## config.mk

```make
export PLATFORM = sky130hd
export DESIGN_NAME = divided_pow2_stream_flat
export DESIGN_NICKNAME = d
export VERILOG_FILES = /design/src/rtl/divided_pow2_stream_if.sv /design/src/rtl/divided_pow2_stream.sv /design/src/flat_wrapper.sv
export SDC_FILE = /design/constraint.sdc
export NUM_CORES = 1
export LEC_CHECK = 0
export ABC_AREA = 1
export CAP_MARGIN = 20
export CELL_PAD_IN_SITES_DETAIL_PLACEMENT = 1
export CELL_PAD_IN_SITES_GLOBAL_PLACEMENT = 2
export CORE_AREA = 2 2 44 86
export DETAILED_ROUTE_END_ITERATION = 10
export DIE_AREA = 0 0 46 88
export DONT_BUFFER_PORTS = 1
export PLACE_DENSITY_LB_ADDON = 0.1
export SLEW_MARGIN = 20
export SYNTH_ARGS = -nofsm -noshare
export SYNTH_HDL_FRONTEND = slang
export SYNTH_SLANG_ARGS = --single-unit
```

## constraint.sdc

```tcl
create_clock -name CLKin -period 0.95 [get_ports CLKin]
set_clock_uncertainty 0.1 [all_clocks]
set_input_delay 0.19 -clock CLKin [delete_from_list [all_inputs] [get_ports CLKin]]
set_output_delay 0.19 -clock CLKin [all_outputs]
set_load 0.02 [all_outputs]
```

## src/rtl/divided_pow2_stream_if.sv

```systemverilog
// Byte-stream bundle for divided_pow2_stream: input beats in,
// divided beats and abort flag out.
interface divided_pow2_stream_if #(
  parameter int DATA_W = 8
);
  logic [DATA_W-1:0] data_in;
  logic              data_valid;
  logic [DATA_W-1:0] data_out;
  logic              data_valid_out;
  logic              frame_err;

  modport master (
    output data_in,
    output data_valid,
    input  data_out,
    input  data_valid_out,
    input  frame_err
  );

  modport slave (
    input  data_in,
    input  data_valid,
    output data_out,
    output data_valid_out,
    output frame_err
  );
endinterface

```

## src/rtl/divided_pow2_stream.sv

```systemverilog
// Packs BYTES beats into a word, divides by 2^SHIFT and
// re-emits the quotient MS beat first; flags short bursts.
module divided_pow2_stream #(
  parameter int DATA_W = 8,
  parameter int BYTES  = 2,
  parameter int SHIFT  = 2,
  parameter int ROUND  = 0,
  parameter int SIGNED = 0
) (
  input logic                 CLKin,
  input logic                 reset,
  divided_pow2_stream_if.slave bus
);
  localparam int W  = DATA_W * BYTES;
  localparam int CW = (BYTES > 1) ? $clog2(BYTES) : 1;
  localparam logic [CW-1:0] LAST = CW'(BYTES - 1);
  localparam logic [W:0] RND =
    (ROUND != 0) ? ((W+1)'(1) << (SHIFT - 1)) : '0;

  typedef enum logic {IDLE, EMIT} state_t;

  state_t            state;
  logic [CW-1:0]     cnt;
  logic [CW-1:0]     idx;
  logic [W-1:0]      asm_q;
  logic [W-1:0]      sh_q;
  logic [DATA_W-1:0] dout_q;
  logic              dvo_q;
  logic              ferr_q;

  logic              done;
  logic [W-1:0]      word;
  logic [W:0]        ext;
  logic [W:0]        sum;
  logic signed [W:0] ssum;
  logic [W:0]        shd;
  logic [W-1:0]      quo;
  logic              unused_msb;

  assign done = bus.data_valid && (cnt == LAST);
  assign word = (asm_q << DATA_W) | W'(bus.data_in);

  // W+1 bits leaves headroom for the rounding add
  assign ext  = (SIGNED != 0) ? {word[W-1], word}
                              : {1'b0, word};
  assign sum  = ext + RND;
  assign ssum = sum;

  always_comb begin
    shd = '0;
    if (SIGNED != 0) shd = ssum >>> SHIFT;
    else             shd = sum >> SHIFT;
  end

  assign quo        = shd[W-1:0];
  assign unused_msb = shd[W];

  always_ff @(posedge CLKin or negedge reset) begin
    if (!reset) begin
      cnt    <= '0;
      asm_q  <= '0;
      ferr_q <= 1'b0;
    end else begin
      ferr_q <= 1'b0;
      if (bus.data_valid) begin
        if (cnt == LAST) begin
          cnt   <= '0;
          asm_q <= '0;
        end else begin
          cnt   <= cnt + 1'b1;
          asm_q <= word;
        end
      end else begin
        if (cnt != '0) ferr_q <= 1'b1;
        cnt   <= '0;
        asm_q <= '0;
      end
    end
  end

  // A completing word always reloads; it can only land as
  // the previous emission finishes.
  always_ff @(posedge CLKin or negedge reset) begin
    if (!reset) begin
      state  <= IDLE;
      idx    <= '0;
      sh_q   <= '0;
      dout_q <= '0;
      dvo_q  <= 1'b0;
    end else if (done) begin
      state  <= EMIT;
      idx    <= '0;
      dout_q <= quo[W-1 -: DATA_W];
      sh_q   <= quo << DATA_W;
      dvo_q  <= 1'b1;
    end else begin
      unique case (state)
        IDLE: begin
          dout_q <= '0;
          dvo_q  <= 1'b0;
        end
        EMIT: begin
          if (idx == LAST) begin
            state  <= IDLE;
            dout_q <= '0;
            dvo_q  <= 1'b0;
          end else begin
            idx    <= idx + 1'b1;
            dout_q <= sh_q[W-1 -: DATA_W];
            sh_q   <= sh_q << DATA_W;
          end
        end
        default: begin
          state  <= IDLE;
          dout_q <= '0;
          dvo_q  <= 1'b0;
        end
      endcase
    end
  end

  assign bus.data_out       = dout_q;
  assign bus.data_valid_out = dvo_q;
  assign bus.frame_err      = ferr_q;
endmodule

```

## src/flat_wrapper.sv

```systemverilog
// flat-port wrapper written by rule: the top's interface ports become plain ports
module divided_pow2_stream_flat 
#(
  parameter int DATA_W = 8,
  parameter int BYTES  = 2,
  parameter int SHIFT  = 2,
  parameter int ROUND  = 0,
  parameter int SIGNED = 0
)
  (CLKin, reset, bus_data_in, bus_data_valid, bus_data_out, bus_data_valid_out, bus_frame_err);
  divided_pow2_stream_if #(.DATA_W(DATA_W)) bus_i ();
  input logic CLKin;
  input logic reset;
  input wire logic [$bits(bus_i.data_in)-1:0] bus_data_in;
  input wire logic [$bits(bus_i.data_valid)-1:0] bus_data_valid;
  output wire logic [$bits(bus_i.data_out)-1:0] bus_data_out;
  output wire logic [$bits(bus_i.data_valid_out)-1:0] bus_data_valid_out;
  output wire logic [$bits(bus_i.frame_err)-1:0] bus_frame_err;
  assign bus_i.data_in = bus_data_in;
  assign bus_i.data_valid = bus_data_valid;
  assign bus_data_out = bus_i.data_out;
  assign bus_data_valid_out = bus_i.data_valid_out;
  assign bus_frame_err = bus_i.frame_err;
  divided_pow2_stream #(.DATA_W(DATA_W), .BYTES(BYTES), .SHIFT(SHIFT), .ROUND(ROUND), .SIGNED(SIGNED)) u_core (.CLKin(CLKin), .reset(reset), .bus(bus_i));
endmodule
```

# Yosys cells after proc, flatten, opt, wreduce, memory -nomap -nowiden
# Index checks and enable logic that the tools add are counted.
# W data, S select, Z words.
[op_classes]
add_sub_neg = 2
eq_ne = 2
n_mux = 21
n_bitwise = 2
n_reduce_logical = 3
[op_table]
columns = ["cell", "n"]
rows = [
  ["$mux W16", 3],
  ["$mux W8", 4],
  ["$or A16 B8 Y16", 1],
  ["$pmux W8 S2", 1],
  ["$mux W1", 12],
  ["$ne A3 B3 Y1 const B", 1],
  ["$add A1 B1 Y1 const B", 2],
  ["$ne A2 B2 Y1 const B", 1],
  ["$pmux W1 S2", 1],
  ["$reduce_and A2 Y1", 1],
  ["$reduce_bool A2 Y1", 1],
  ["$logic_and A1 B1 Y1", 1],
  ["$not A1 Y1", 1],
]
[word_totals]
regBits = 37
input_bits = 11
output_inout_bits = 10
elab_cells = 38

# Logic depth before layout (Yosys ltp)
[logic_depth]
word_depth = 4
depth_mapped = 5
depth_no_buf = 4

# Worst setup path after synthesis
# No wires, ideal clock.
[synth_timing]
path_kind = "reg2reg"
from = "register u_core.cnt"
to = "register u_core.sh_q[13]"
setup_ns = 0.065
arrival_ns = 0.816
required_ns = 0.785
slack_ns = -0.031
path_stages_with_launch = 5
path_buffers = 1
synth_period_minus_slack_ns = 0.981
cell_sequence = "dfrtp_1 -> nand2_4 -> buf_2 -> nand3_1 -> nand2_1"
[synth_between]
elab_chain_cells = 3
word_cells_on_any_way = 5
classes_between = "1 x eq/ne; 1 x mux; 3 x reduce/logical"
[synth_rtl]
columns = ["item", "line_no", "text"]
rows = [
  ["from (decl)", "divided_pow2_stream.sv:23", "logic [CW-1:0] cnt;"],
  ["from (signal assigned)", "divided_pow2_stream.sv:70", "cnt <= cnt + 1'b1;"],
  ["$logic_and A1 B1 Y1 *", "divided_pow2_stream.sv:40", "assign done = bus.data_valid && (cnt == LAST);"],
  ["$ne A2 B2 Y1 (no line) / $reduce_bool A2 Y1 (equally long branches)", "n/a", ""],
  ["$reduce_and A2 Y1 (no line)", "n/a", ""],
  ["to (signal assigned)", "divided_pow2_stream.sv:94", "sh_q <= quo << DATA_W;"],
  ["to (signal assigned)", "divided_pow2_stream.sv:110", "sh_q <= sh_q << DATA_W;"],
  ["to (decl)", "divided_pow2_stream.sv:26", "logic [W-1:0] sh_q;"],
]
# Mark *: on every way between the ends. The rest lies on a longest branch, timed or not.
# A chain may end at the register's enable or synchronous reset.

# Final worst setup path
[layout_timing]
from = "register u_core.dvo_q, in the netlist u_core.bus.data_valid_out"
to = "output bus_data_valid_out"
[layout_lines]
columns = ["item", "line_no", "text"]
rows = [
  ["from (decl)", "divided_pow2_stream.sv:28", "logic dvo_q;"],
  ["from (signal assigned)", "divided_pow2_stream.sv:89", "dvo_q <= 1'b0;"],
  ["from (signal assigned)", "divided_pow2_stream.sv:95", "dvo_q <= 1'b1;"],
  ["from (signal assigned)", "divided_pow2_stream.sv:100", "dvo_q <= 1'b0;"],
  ["to (decl)", "flat_wrapper.sv:17", "output wire logic [$bits(bus_i.data_valid_out)-1:0] bus_data_valid_out;"],
]
# No word-level cell between the ends.

==> run summary <==
status = finished with violations
failing checks = negative hold slack, negative setup slack
filler cell count = 390
CTS tree = yes
Net Sw Frac = 25.3%
first-pass GRT wire length = 3680 µm
clock latency on the worst-skew pair = 0.27 ns
Critical Path RT = 0.66 ns
Setup TNS Final = -0.876 ns
worst r2r src = u_core.cnt
Yosys reg bits = 29
syn_nets = 119
Pwr Density = 2030 nW/µm²
Internal = 0.00219 W
post-route ant nets = 0
drt first pass iters = 3
Port Buffers = 0
sequential fraction of the synthesis area = 67.8%
Critical R2R Capture = u_core.bus.data_out[1]
Detailed Route Iter0 Violations = 3
Final Cycle Share = 107%
slew at the pin closest to its max-slew limit = 0.192 ns
Post-DP Area = 1150 µm²
die area = 4050 µm²
Flop pwr share = 49.6%
Clk network pwr share = 37.4%
commonest non-fill, non-tap cell in the layout = nand2_1
vias = 775
routed wl met2 = 1160 µm
setup violators final = 24
register area = 736 µm²
Die Y-Extent = 88 µm
TritonCTS Buffers = 5
I/O pin count = 21
multi-input logic area = 333 µm²
M1 WL = 908 µm
post-route non-filler standard cell count = 163
hold crit path type = in2async
DRC = 0
Initial Util = 31.7%
Crit. End Element = output port
Cell variety after synth = 11
floorplan die width = 46 µm
uppermost layer routed = met4
critical path class = reg2out
Worst Path Arrival = 0.73 ns
cts hold-fix bufs = 9
Switching Power = 0.000740 W
area of the core = 3380 µm²
FF-to-FF path depth = 4
global route overflow = 0
WP depth = 0
Post-Route WL = 2220 µm
synthesized area = 1070 µm²
H-tree depth reported by CTS = 2
CP max FO = 2
RSZ-0062 raised after global routing = yes
largest net degree at the start of global routing = 30
synth-to-layout area growth = 35.0%
Nets = 141
Yosys Warn Count = 0
detailed placement HPWL = 1530 µm
combinational power share = 13.0%
Lkg Pwr = 0.762 nW
Mean Syn Cell Area = 9.91 µm²
share of layout cells above drive strength 1 = 32.1%
DR WL met3 = 80 µm
Fin Hold WS = -0.496 ns
row cnt = 30
design area = 1440 µm²
Max Clk Rate = 0.985 GHz
Max VDD drop = 0.000901 V
total clock sinks = 29
clk slew on worst S/H paths = 0.06 ns
Tot GR Track Use = 13.0%
root buffer cell = clkbuf_8
Post-Synthesis Cells = 108
vias per cell = 4.75
Setup WS post-layout = -0.0655 ns
Antenna Cells = 0
crit start category = flip-flop
worst relative slew slack = 87.2%
reg2reg setup slack = -0.04 ns
Final Max Slew Viols = 0
placed cells = 145
Max-Cap Viols = 0
vias in the first global route = 831
Routed wire per std cell = 13.6 µm
min cycle time layout = 1.02 ns
Final Hold Fails = 29
initial antenna violation count = 0
clk buf depth = 2
most frequent cells in the layout = nand2_1, dfrtp_1, inv_1, nor2_1, dlygate4sd3_1
gpl congestion = 0.699
-- logic make-up (layout without fill, tap and decap cells) --
logic type | count (synthesis) | after routing | synth area share, %
DFF | 29 | 29 | 67.8
and+or+nand+nor | 62 | 62 | 25.0
buffers and inverters | 17 | 40 | 7.13
-- per-layer routing --
layer	GRT usage, %	vias to the layer above
li1	-	376
met1	14.6	377
met2	20.5	17
met3	4.33	5
met4	7.79	0
met5	0	-
-- cell usage after synthesis --
cell type   n  area [µm²]
nand4_1     6        37.5
inv_4       1        6.26
inv_1      12        45.0
buf_6       1        11.3
buf_2       2        10.0
nor2_1     13        48.8
nand2_4     1        11.3
inv_2       1        3.75
dfrtp_1    29         726
nand2_1    32         120
nand3_1    10        50.1
-- power by group through the flow --
stage	clock (W)	combinational [W]	sequential [W]
finish	0.00109	0.000380	0.00145
floorplan	0	0.000173	0.00144
detailed placement	0	0.000271	0.00146
global placement	0	0.000266	0.00145
CTS	0.00114	0.000352	0.00145
global route	0.00118	0.000426	0.00146
-- worst max-delay path by stage --
stage	from	endpoint	slack, ns
after floorplan	u_core.cnt	u_core.bus.data_out[0]	-0.02
after global placement	u_core.cnt	u_core.bus.data_out[1]	-0.04
after detailed placement	u_core.cnt	u_core.asm_q[1]	-0.07
after CTS	u_core.bus.data_valid_out	bus_data_valid_out	-0.08
after global routing	u_core.cnt	u_core.bus.data_out[1]	-0.11
final	u_core.bus.data_valid_out	bus_data_valid_out	-0.07
-- sequential cells by signal (all words and copies together), names as in the netlist --
name                       cells
u_core.sh_q                    8
u_core.asm_q                   8
u_core.bus.data_out            8
u_core.bus.data_valid_out      1
u_core.cnt                     1
u_core.bus.frame_err           1
u_core.idx                     1
u_core.state                   1
-- cell type report --
type                       count  share of cell area, %
clock buffer                   7                   6.67
clock inverter                 1                  0.347
inverter                      14                   3.99
multi-input combinational     62                   23.1
sequential                    29                   51.0
tap                           32                   2.77
timing repair buffer          18                   12.2
-- timing repair --
action	in CTS	in global routing
setup endpoints to repair	35	38
endpoints found under the hold margin	44	29
pin swaps	6	7
resized for setup	19	10
buffers inserted	0	1
-- worst register-to-register path, cell delays in order (launching register included) --
cell     delay, ns
dfrtp_1       0.40
nand2_4       0.13
buf_6         0.15
nand4_1       0.08
nand2_1       0.07
-- per-stage QoR --
stage	worst slack, ns	total power (W)	hold slack (ns)	utilization, %
4_1_cts	-0.0784	0.00294	-0.507	41.7
3_5_place_dp	-0.0656	0.00173	-0.205	34.1
6_report	-0.0655	0.00293	-0.496	42.7
3_3_place_gp	-0.0371	0.00172	-0.205	34.1
5_1_grt	-0.111	0.00307	-0.513	42.7
2_1_floorplan	-0.0234	0.00161	-0.206	-
(Power assumes the default switching activity.)
